--- src/rtl/menu_cursor_sel.sv ---
// Menu cursor: holds a selection index over N_OPT stacked entries, moves it on
// up/down button edges (wrapping or saturating), latches a confirmed choice on
// a select edge, and draws a cross/square glyph at the current entry.
module menu_cursor_sel #(
   parameter int          N_OPT  = 3,
   parameter int          SEL_W  = 4,
   parameter int          X0     = 323,
   parameter int          Y0     = 302,
   parameter int          Y_STEP = 32,
   parameter int          ARM_L  = 10,
   parameter int          ARM_W  = 5,
   parameter int          CORE   = 7,
   parameter int          WRAP   = 1,
   parameter logic [2:0]  COLOR  = 3'b100
) (
   input  logic             clk,
   input  logic             reset,
   input  logic             enable,
   input  logic             video_on,
   input  logic             btn_up,
   input  logic             btn_down,
   input  logic             btn_sel,
   input  logic [9:0]       pix_x,
   input  logic [9:0]       pix_y,
   output logic [SEL_W-1:0] sel_idx,
   output logic             sel_valid,
   output logic             locked,
   output logic             cursor_on,
   output logic [2:0]       cursor_rgb
);

   typedef enum logic [1:0] {IDLE = 2'd0, NAV = 2'd1, LOCKED = 2'd2} state_t;

   localparam logic [SEL_W-1:0] LAST_IDX = SEL_W'(N_OPT - 1);
   localparam logic [SEL_W-1:0] ZERO_IDX = {SEL_W{1'b0}};
   localparam logic [SEL_W-1:0] ONE_IDX  = SEL_W'(1);

   // Horizontal bounds are fixed because every entry shares the same centre x.
   localparam logic [10:0] XW_LO = 11'(X0 - ARM_W);
   localparam logic [10:0] XW_HI = 11'(X0 + ARM_W);
   localparam logic [10:0] XL_LO = 11'(X0 - ARM_L);
   localparam logic [10:0] XL_HI = 11'(X0 + ARM_L);
   localparam logic [10:0] XC_LO = 11'(X0 - CORE);
   localparam logic [10:0] XC_HI = 11'(X0 + CORE);

   // Inclusive range test, avoids any signed subtraction against the pixel.
   function automatic logic in_rng(input logic [10:0] v, input logic [10:0] lo,
                                   input logic [10:0] hi);
      in_rng = (v >= lo) && (v <= hi);
   endfunction

   state_t           state_r, state_next_s;
   logic             up_prev_r, down_prev_r, sel_prev_r;
   logic             up_e_s, down_e_s, sel_e_s, nav_act_s;
   logic [SEL_W-1:0] sel_idx_r, idx_next_s, idx_move_s;
   logic             sel_valid_r, sel_pulse_s, locked_r;
   logic             cursor_on_r;
   logic [2:0]       cursor_rgb_r;
   logic [10:0]      cy_s, px_s, py_s;
   logic             hit_s;

   assign up_e_s    = btn_up   & ~up_prev_r;
   assign down_e_s  = btn_down & ~down_prev_r;
   assign sel_e_s   = btn_sel  & ~sel_prev_r;
   assign nav_act_s = (state_r == NAV) && enable;

   // Button history; held at 1 in reset so a button held through reset makes no edge.
   always_ff @(posedge clk) begin
      if (reset) begin
         up_prev_r   <= 1'b1;
         down_prev_r <= 1'b1;
         sel_prev_r  <= 1'b1;
      end else begin
         up_prev_r   <= btn_up;
         down_prev_r <= btn_down;
         sel_prev_r  <= btn_sel;
      end
   end

   // Next-state logic: enable dropping always wins, select locks the choice.
   always_comb begin
      state_next_s = state_r;
      case (state_r)
         IDLE: begin
            if (enable) state_next_s = NAV;
            else        state_next_s = IDLE;
         end
         NAV: begin
            if (!enable)      state_next_s = IDLE;
            else if (sel_e_s) state_next_s = LOCKED;
            else              state_next_s = NAV;
         end
         LOCKED: begin
            if (!enable) state_next_s = IDLE;
            else         state_next_s = LOCKED;
         end
         default: state_next_s = IDLE;
      endcase
   end

   // Index update: select beats up/down, simultaneous up+down cancels.
   always_comb begin
      idx_move_s  = sel_idx_r;
      sel_pulse_s = 1'b0;
      if (nav_act_s && sel_e_s) begin
         sel_pulse_s = 1'b1;
      end else if (nav_act_s && up_e_s && !down_e_s) begin
         if (sel_idx_r == ZERO_IDX) idx_move_s = (WRAP != 0) ? LAST_IDX : ZERO_IDX;
         else                       idx_move_s = sel_idx_r - ONE_IDX;
      end else if (nav_act_s && down_e_s && !up_e_s) begin
         if (sel_idx_r >= LAST_IDX) idx_move_s = (WRAP != 0) ? ZERO_IDX : LAST_IDX;
         else                       idx_move_s = sel_idx_r + ONE_IDX;
      end else begin
         idx_move_s = sel_idx_r;
      end
      // Unused codes above the last entry fold back to entry 0.
      if (idx_move_s > LAST_IDX) idx_next_s = ZERO_IDX;
      else                       idx_next_s = idx_move_s;
   end

   // Glyph hit test around the current entry centre.
   always_comb begin
      px_s  = {1'b0, pix_x};
      py_s  = {1'b0, pix_y};
      cy_s  = 11'(Y0) + 11'(sel_idx_r) * 11'(Y_STEP);
      hit_s = (in_rng(px_s, XW_LO, XW_HI) && in_rng(py_s, cy_s - 11'(ARM_L), cy_s + 11'(ARM_L)))
           || (in_rng(px_s, XL_LO, XL_HI) && in_rng(py_s, cy_s - 11'(ARM_W), cy_s + 11'(ARM_W)))
           || (in_rng(px_s, XC_LO, XC_HI) && in_rng(py_s, cy_s - 11'(CORE),  cy_s + 11'(CORE)));
   end

   // State, index, select pulse and lock flag registers.
   always_ff @(posedge clk) begin
      if (reset) begin
         state_r     <= IDLE;
         sel_idx_r   <= ZERO_IDX;
         sel_valid_r <= 1'b0;
         locked_r    <= 1'b0;
      end else begin
         state_r     <= state_next_s;
         sel_idx_r   <= idx_next_s;
         sel_valid_r <= sel_pulse_s;
         locked_r    <= (state_next_s == LOCKED);
      end
   end

   // Registered pixel outputs, one cycle behind the pixel coordinates.
   always_ff @(posedge clk) begin
      if (reset) begin
         cursor_on_r  <= 1'b0;
         cursor_rgb_r <= 3'b000;
      end else begin
         cursor_on_r  <= hit_s & enable;
         cursor_rgb_r <= (video_on & enable & hit_s) ? COLOR : 3'b000;
      end
   end

   assign sel_idx    = sel_idx_r;
   assign sel_valid  = sel_valid_r;
   assign locked     = locked_r;
   assign cursor_on  = cursor_on_r;
   assign cursor_rgb = cursor_rgb_r;

endmodule
--- config.mk ---
export PLATFORM = sky130hd
export DESIGN_NAME = menu_cursor_sel
export DESIGN_NICKNAME = d
export VERILOG_FILES = /design/src/rtl/menu_cursor_sel.sv
export SDC_FILE = /design/constraint.sdc
export NUM_CORES = 1
export LEC_CHECK = 0
export CAP_MARGIN = 20
export CORE_ASPECT_RATIO = 0.5
export CORE_MARGIN = 2
export CORE_UTILIZATION = 41
export CTS_CLUSTER_SIZE = 12
export DETAILED_ROUTE_END_ITERATION = 8
export PLACE_DENSITY = 0.82
export SYNTH_ARGS = -nofsm -noshare
export SYNTH_HDL_FRONTEND = slang
export SYNTH_SLANG_ARGS = --single-unit
--- constraint.sdc ---
create_clock -name clk -period 2.1 [get_ports clk]
set_clock_uncertainty 0.05 [all_clocks]
set_input_delay 0.21 -clock clk [delete_from_list [all_inputs] [get_ports clk]]
set_output_delay 0.21 -clock clk [all_outputs]
set_load 0.02 [all_outputs]
Yosys cells after proc, flatten, opt, wreduce, memory -nomap -nowiden
Cells that the tools add are included.

Equality and inequality tests: 3. Magnitude comparators: 14. Reduce and logical (&&, ||, !) cells: 22. Multiplexer cells: 12. Shifts and indexed selects: 0. Add/sub/neg operators: 9. Divide/modulo/power cells: 0. Bitwise operators: 9. $mul: 0.

Operators with widths (number): >= comparator 10 x 11 -> 1 bit (3); less-or-equal comparator 10 x 11 -> 1 bit (3); >= comparator 10 x 9 -> 1 bit (second input constant) (3); less-or-equal comparator 10 x 9 -> 1 bit (second input constant) (3); adder 10 x 3 -> 11 bit (second input constant) (2); subtractor 10 x 3 -> 11 bit (second input constant) (2); two-way mux 4 bit (5); logical AND 1 bit (15); adder 10 x 4 -> 11 bit (second input constant) (1); subtractor 10 x 4 -> 11 bit (second input constant) (1); adder 9 x 9 -> 10 bit (first input constant) (1); bitwise AND 1 bit (6); two-way mux 2 bit (3); one-hot mux 2 bit (3 select lines) (1); adder 4 x 1 -> 4 bit (second input constant) (1); equality test 2 bit (second input constant) (2); >= comparator 4 x 2 -> 1 bit (second input constant) (1); greater-than comparator 4 x 2 -> 1 bit (second input constant) (1); logical NOT 4 bit (1); subtractor 4 x 1 -> 4 bit (second input constant) (1); two-way mux 3 bit (1); NOT 1 bit (3); equality test 2 x 1 -> 1 bit (second input constant) (1); logical NOT 1 bit (2); 4 further kinds (6).

Bits in latches: 0. RAM bits: 0. Memories kept: 0. Output and inout bits: 10. Flip-flop bits (word level): 15. Memory bits (read-only): 0. Word-level logic and storage cells: 78.

Depth between registers and ports, before layout
Depth in word-level cells: 9. Depth in mapped cells: 9.

Least setup slack after synthesis
Ideal clock, no wire load.

Kind: register to register. Start point: register sel_idx_r[1], in the netlist sel_idx[1]. End point: register cursor_rgb_r[2], in the netlist cursor_rgb[2]. Clock period less this slack: 2.530 ns. Cell stages (with the launch flop): 10. Data arrival time: 2.406 ns. Path slack: -0.430 ns. Buffers on the path: 0. Data required time: 1.976 ns. Path through: dfxtp_1 -> inv_1 -> ha_1 -> inv_1 -> ha_1 -> o2111a_1 -> a221oi_1 -> and4b_1 -> o2111ai_1 -> a31oi_1.

Longest elaborated chain between the ends: 9. Elaborated cells between the ends (all ways): 23.

RTL lines: start: declaration (RTL line 55) `logic [SEL_W-1:0] sel_idx_r, idx_next_s, idx_move_s;`; start signal: assignment (RTL line 140) `sel_idx_r <= idx_next_s;`; adder 9 x 9 -> 10 bit (*) (RTL line 125) `cy_s = 11'(Y0) + 11'(sel_idx_r) * 11'(Y_STEP);`; subtractor 10 x 4 -> 11 bit, or another cell as far along (RTL line 126) `hit_s = (in_rng(px_s, XW_LO, XW_HI) && in_rng(py_s, cy_s - 11'(ARM_L), cy_s + 11'(ARM_L)))`; >= comparator 10 x 11 -> 1 bit or less-or-equal comparator 10 x 11 -> 1 bit (tied branches) (RTL line 49) `in_rng = (v >= lo) && (v <= hi);`; logical AND 1 bit (RTL line 49); logical AND 1 bit (on tied branches) (RTL line 126, 127); logical OR 1 bit (RTL line 127) `|| (in_rng(px_s, XL_LO, XL_HI) && in_rng(py_s, cy_s - 11'(ARM_W), cy_s + 11'(ARM_W)))`; logical OR 1 bit (*) (RTL line 128) `|| (in_rng(px_s, XC_LO, XC_HI) && in_rng(py_s, cy_s - 11'(CORE), cy_s + 11'(CORE)));`; bitwise AND 1 bit (*) (RTL line 153) `cursor_rgb_r <= (video_on & enable & hit_s) ? COLOR : 3'b000;`; two-way mux 3 bit (*) (RTL line 153); end signal: assignment (RTL line 153); end: declaration (RTL line 58) `logic [2:0] cursor_rgb_r;`.

Every way passes the cells marked *; elsewhere a longest branch is shown, timed or not. A chain may end at the register's enable or synchronous reset.

Final worst setup path
Ends and elaborated chain as after synthesis.

==> results.md <==
* DR iter-0 viols at 72
* Failing checks: negative setup slack
* Synthesized flop and latch total at 13
* # DRC at 0
* Final period util at 106%
* EDFF count, synth at 0
* Synth area leader: dfxtp_1
* Worst vdd ir at 0.349 mV
* Post-synth cell types at 53
* Async set-reset flop share out of synthesis at 0%
* Row Count at 13
* Die Height at slightly above 40 um
* Setup CP Type: reg2reg
* RSZ-0062 raised after global routing: true
* Gr usage total at a little over a fifth
* Pleak at between 0.7 and 0.8 nW
* PwrDens at approximately 380 mW/mm^2
* CTS buffer count at 3
* Crit. End Element: flip-flop
* Crit path largest cell delay at about 0.38 ns
* Grt total ovfl at 0
* Top cell type's share of synthesized area at 22.6%
* Fmax at around 450 MHz
* Top cells by area, synth: dfxtp_1 (23%), ha_1 (9.8%), a21oi_1 (3.5%)
* Initial Util at a little over two fifths
* DP Wirelength at 2.56 mm
* Critical Path, Cell by Cell: inv_4 -> ha_4 -> inv_2 -> ha_4 -> nand4_4 -> or3_4 -> a211oi_2 -> o2111ai_2 -> a31oi_1
* Number of routed nets with antenna violations at 0
* Synth Instances at 137
* Fill cells at 209
* Htree depth at 1
* Synth Flop Type: dfxtp_1
* IO Count at 37
* Final Hold Fails at 0
* Worst setup margin at -0.126 ns
* Number of global-route vias before repair at between 1k and 1.5k
* Worst Path Arrival at about 2.3 ns
* Status: finished, violations left
* Post-synthesis sequential area ratio at 22.6%
* Worst min path class: reg2reg
* Placed Cells at 223
* Final Max Slew Viols at 0
* RePlAce Congestion at 0.882
* Clock net sink count at 13
* Vias per std cell at 5.60
* Overall power at 0.708 mW
* Root Buffer: clkbuf_8
* Crit-path most repeated cell: ha_4
* Final Setup Violations at 2
* Most frequent cell after synthesis: dfxtp_1
* Layout area overhead at 61.6%
* Min Tclk post-route at ~2.2 ns
* Largest net degree at the start of global routing at 8
* Post-Syn Area at 0.00115 sq mm
* Max-cap viol count at 0
* Crit-path slowest cell: dfxtp_4
* Clock latency on the worst-skew pair at 0.24 ns
* CTS max path bufs at 2
* TritonCTS clock tree: done
* Die footprint at approximately 0.0033 sq mm
* Ant diodes at 0
* CP Max Fanout at 5
* Syn_area_per_cell at 8.41 sq um
* Routed wire length per instance at 14.9 um
* Port Buffers at 34
* Routed wire length at 3.43 mm
* Layout Nets at between 200 and 250
* Routed via count at 1289
* Layout cells sized above 1 at 28.0%
* Initial antenna violation count at 0
* Yosys warnings at 0
* Die span in x at 79.0 um
* List of most frequent post-synthesis cells: dfxtp_1 (13), ha_1 (9), inv_1 (9), nand2_1 (9), a21oi_1 (8)
* Clock-pin slew on the worst setup and hold paths at 0.05 ns
* CP startpoint kind: flip-flop
* Worst EP required at 2.22 ns
* First drt pass iteration count at 4
* Hold Buf Count CTS at 0
* First-pass GRT wire length at 5.49 mm
* Finished Layout Cells at 230
* Core area at around 0.0026 sq mm
* Fin Setup TNS at -0.207 ns
[metal layers]
metal	track usage, %	share of wire (%)
met1	24.7	43
met2	37.8	48
met3	4.35	6.4
met4	8.62	2.7
met5	0	0
[logic make-up (layout without fill, tap and decap cells)]
logic type      after synthesis  count (layout)  share of synthesized area [%]
mux                           4               4                           3.80
buf+inv                      11              64                           4.23
simple gates                 58              58                           32.5
flops                        13              13                           22.6
other cells                   1               4                          0.325
compound gates               38              38                           24.5
xor+xnor                      3               3                           2.28
fa+ha+maj                     9               9                           9.77
[cells in the final DEF, fill, tap and decap left out, types with 2 or more instances in the layout]
| cell | netlist | layout |
|---|---|---|
| a21o_1 | 2 | 2 |
| a21oi_1 | 8 | 5 |
| nor2b_1 | 3 | 3 |
| inv_4 | 0 | 2 |
| nand3_1 | 7 | 7 |
| buf_4 | 2 | 17 |
| clkbuf_8 | 0 | 3 |
| dfxtp_1 | 13 | 9 |
| nand2b_1 | 3 | 3 |
| nand2_1 | 9 | 9 |
| a221oi_2 | 0 | 2 |
| a21oi_2 | 0 | 3 |
| clkdlybuf4s50_1 | 0 | 34 |
| nor3_1 | 5 | 4 |
| nor2_1 | 6 | 6 |
| nand3b_1 | 2 | 2 |
| mux2_2 | 2 | 2 |
| ha_1 | 9 | 4 |
| and3b_1 | 2 | 2 |
| a311oi_1 | 2 | 2 |
| nand4_1 | 3 | 3 |
| ha_4 | 0 | 5 |
| inv_1 | 9 | 6 |
| conb_1 | 1 | 4 |
| o21ai_0 | 3 | 3 |
| or2_2 | 4 | 4 |
| a311o_1 | 2 | 2 |
| xnor2_1 | 3 | 2 |
| dfxtp_4 | 0 | 3 |
[worst max-delay path: cells and delay by family, from the launching register on]
family	cells	cell delay [ns]
and+or+nand+nor	2	0.52
adders and majority gates	2	0.56
DFF	1	0.38
buffers and inverters	2	0.09
AOI/OAI and AO/OA	3	0.56
[power by group]
part	switching (mW)	internal, mW
sequential	0.00740	0.252
clock	0.0825	0.134
combinational	0.106	0.126
total	0.196	0.512
[through the flow]
stage               utilization, %  instance area, sq um  setup slack [ns]  hold WS (ns)
global route                  70.7                  1860            -0.184         0.461
detailed placement            65.7                  1730           -0.0951         0.419
CTS                           69.2                  1820           -0.0899         0.443
global placement              65.7                  1730           -0.0583         0.411
finish                        70.7                  1860            -0.126         0.438
floorplan                        -                  1250           -0.0247         0.264
[what timing repair did]
item,CTS,global route
endpoints found under the setup margin,2,4
setup buffers,2,1
pin swaps,5,8
resized for setup,4,6
[final cells by class]
type | count | area [sq um] | area share, %
Multi-Input combinational cell | 116 | 991 | 53.2
Timing Repair Buffer | 51 | 468 | 25.1
Sequential cell | 13 | 273 | 14.7
Tap cell | 37 | 46.3 | 2.49
Clock buffer | 4 | 45.0 | 2.42
Inverter | 9 | 38.8 | 2.08
[sequential cells by signal, indices dropped and copies added, names as in the netlist]
name and count:
state_r 2, down_prev_r 1, sel_idx 4, cursor_rgb 1, cursor_on 1, locked 1, sel_valid 1, sel_prev_r 1
up_prev_r 1
[final timing paths]
path	to	start	depth (start not counted)	slack (ns)
setup reg to reg	cursor_rgb[2]	sel_idx[1]	9	-0.13
hold / removal	state_r[0]	state_r[1]	1	0.44
hold reg to reg	state_r[0]	state_r[1]	1	0.44
setup / recovery	cursor_rgb[2]	sel_idx[1]	9	-0.13
Power figures use the tool's default switching activity.
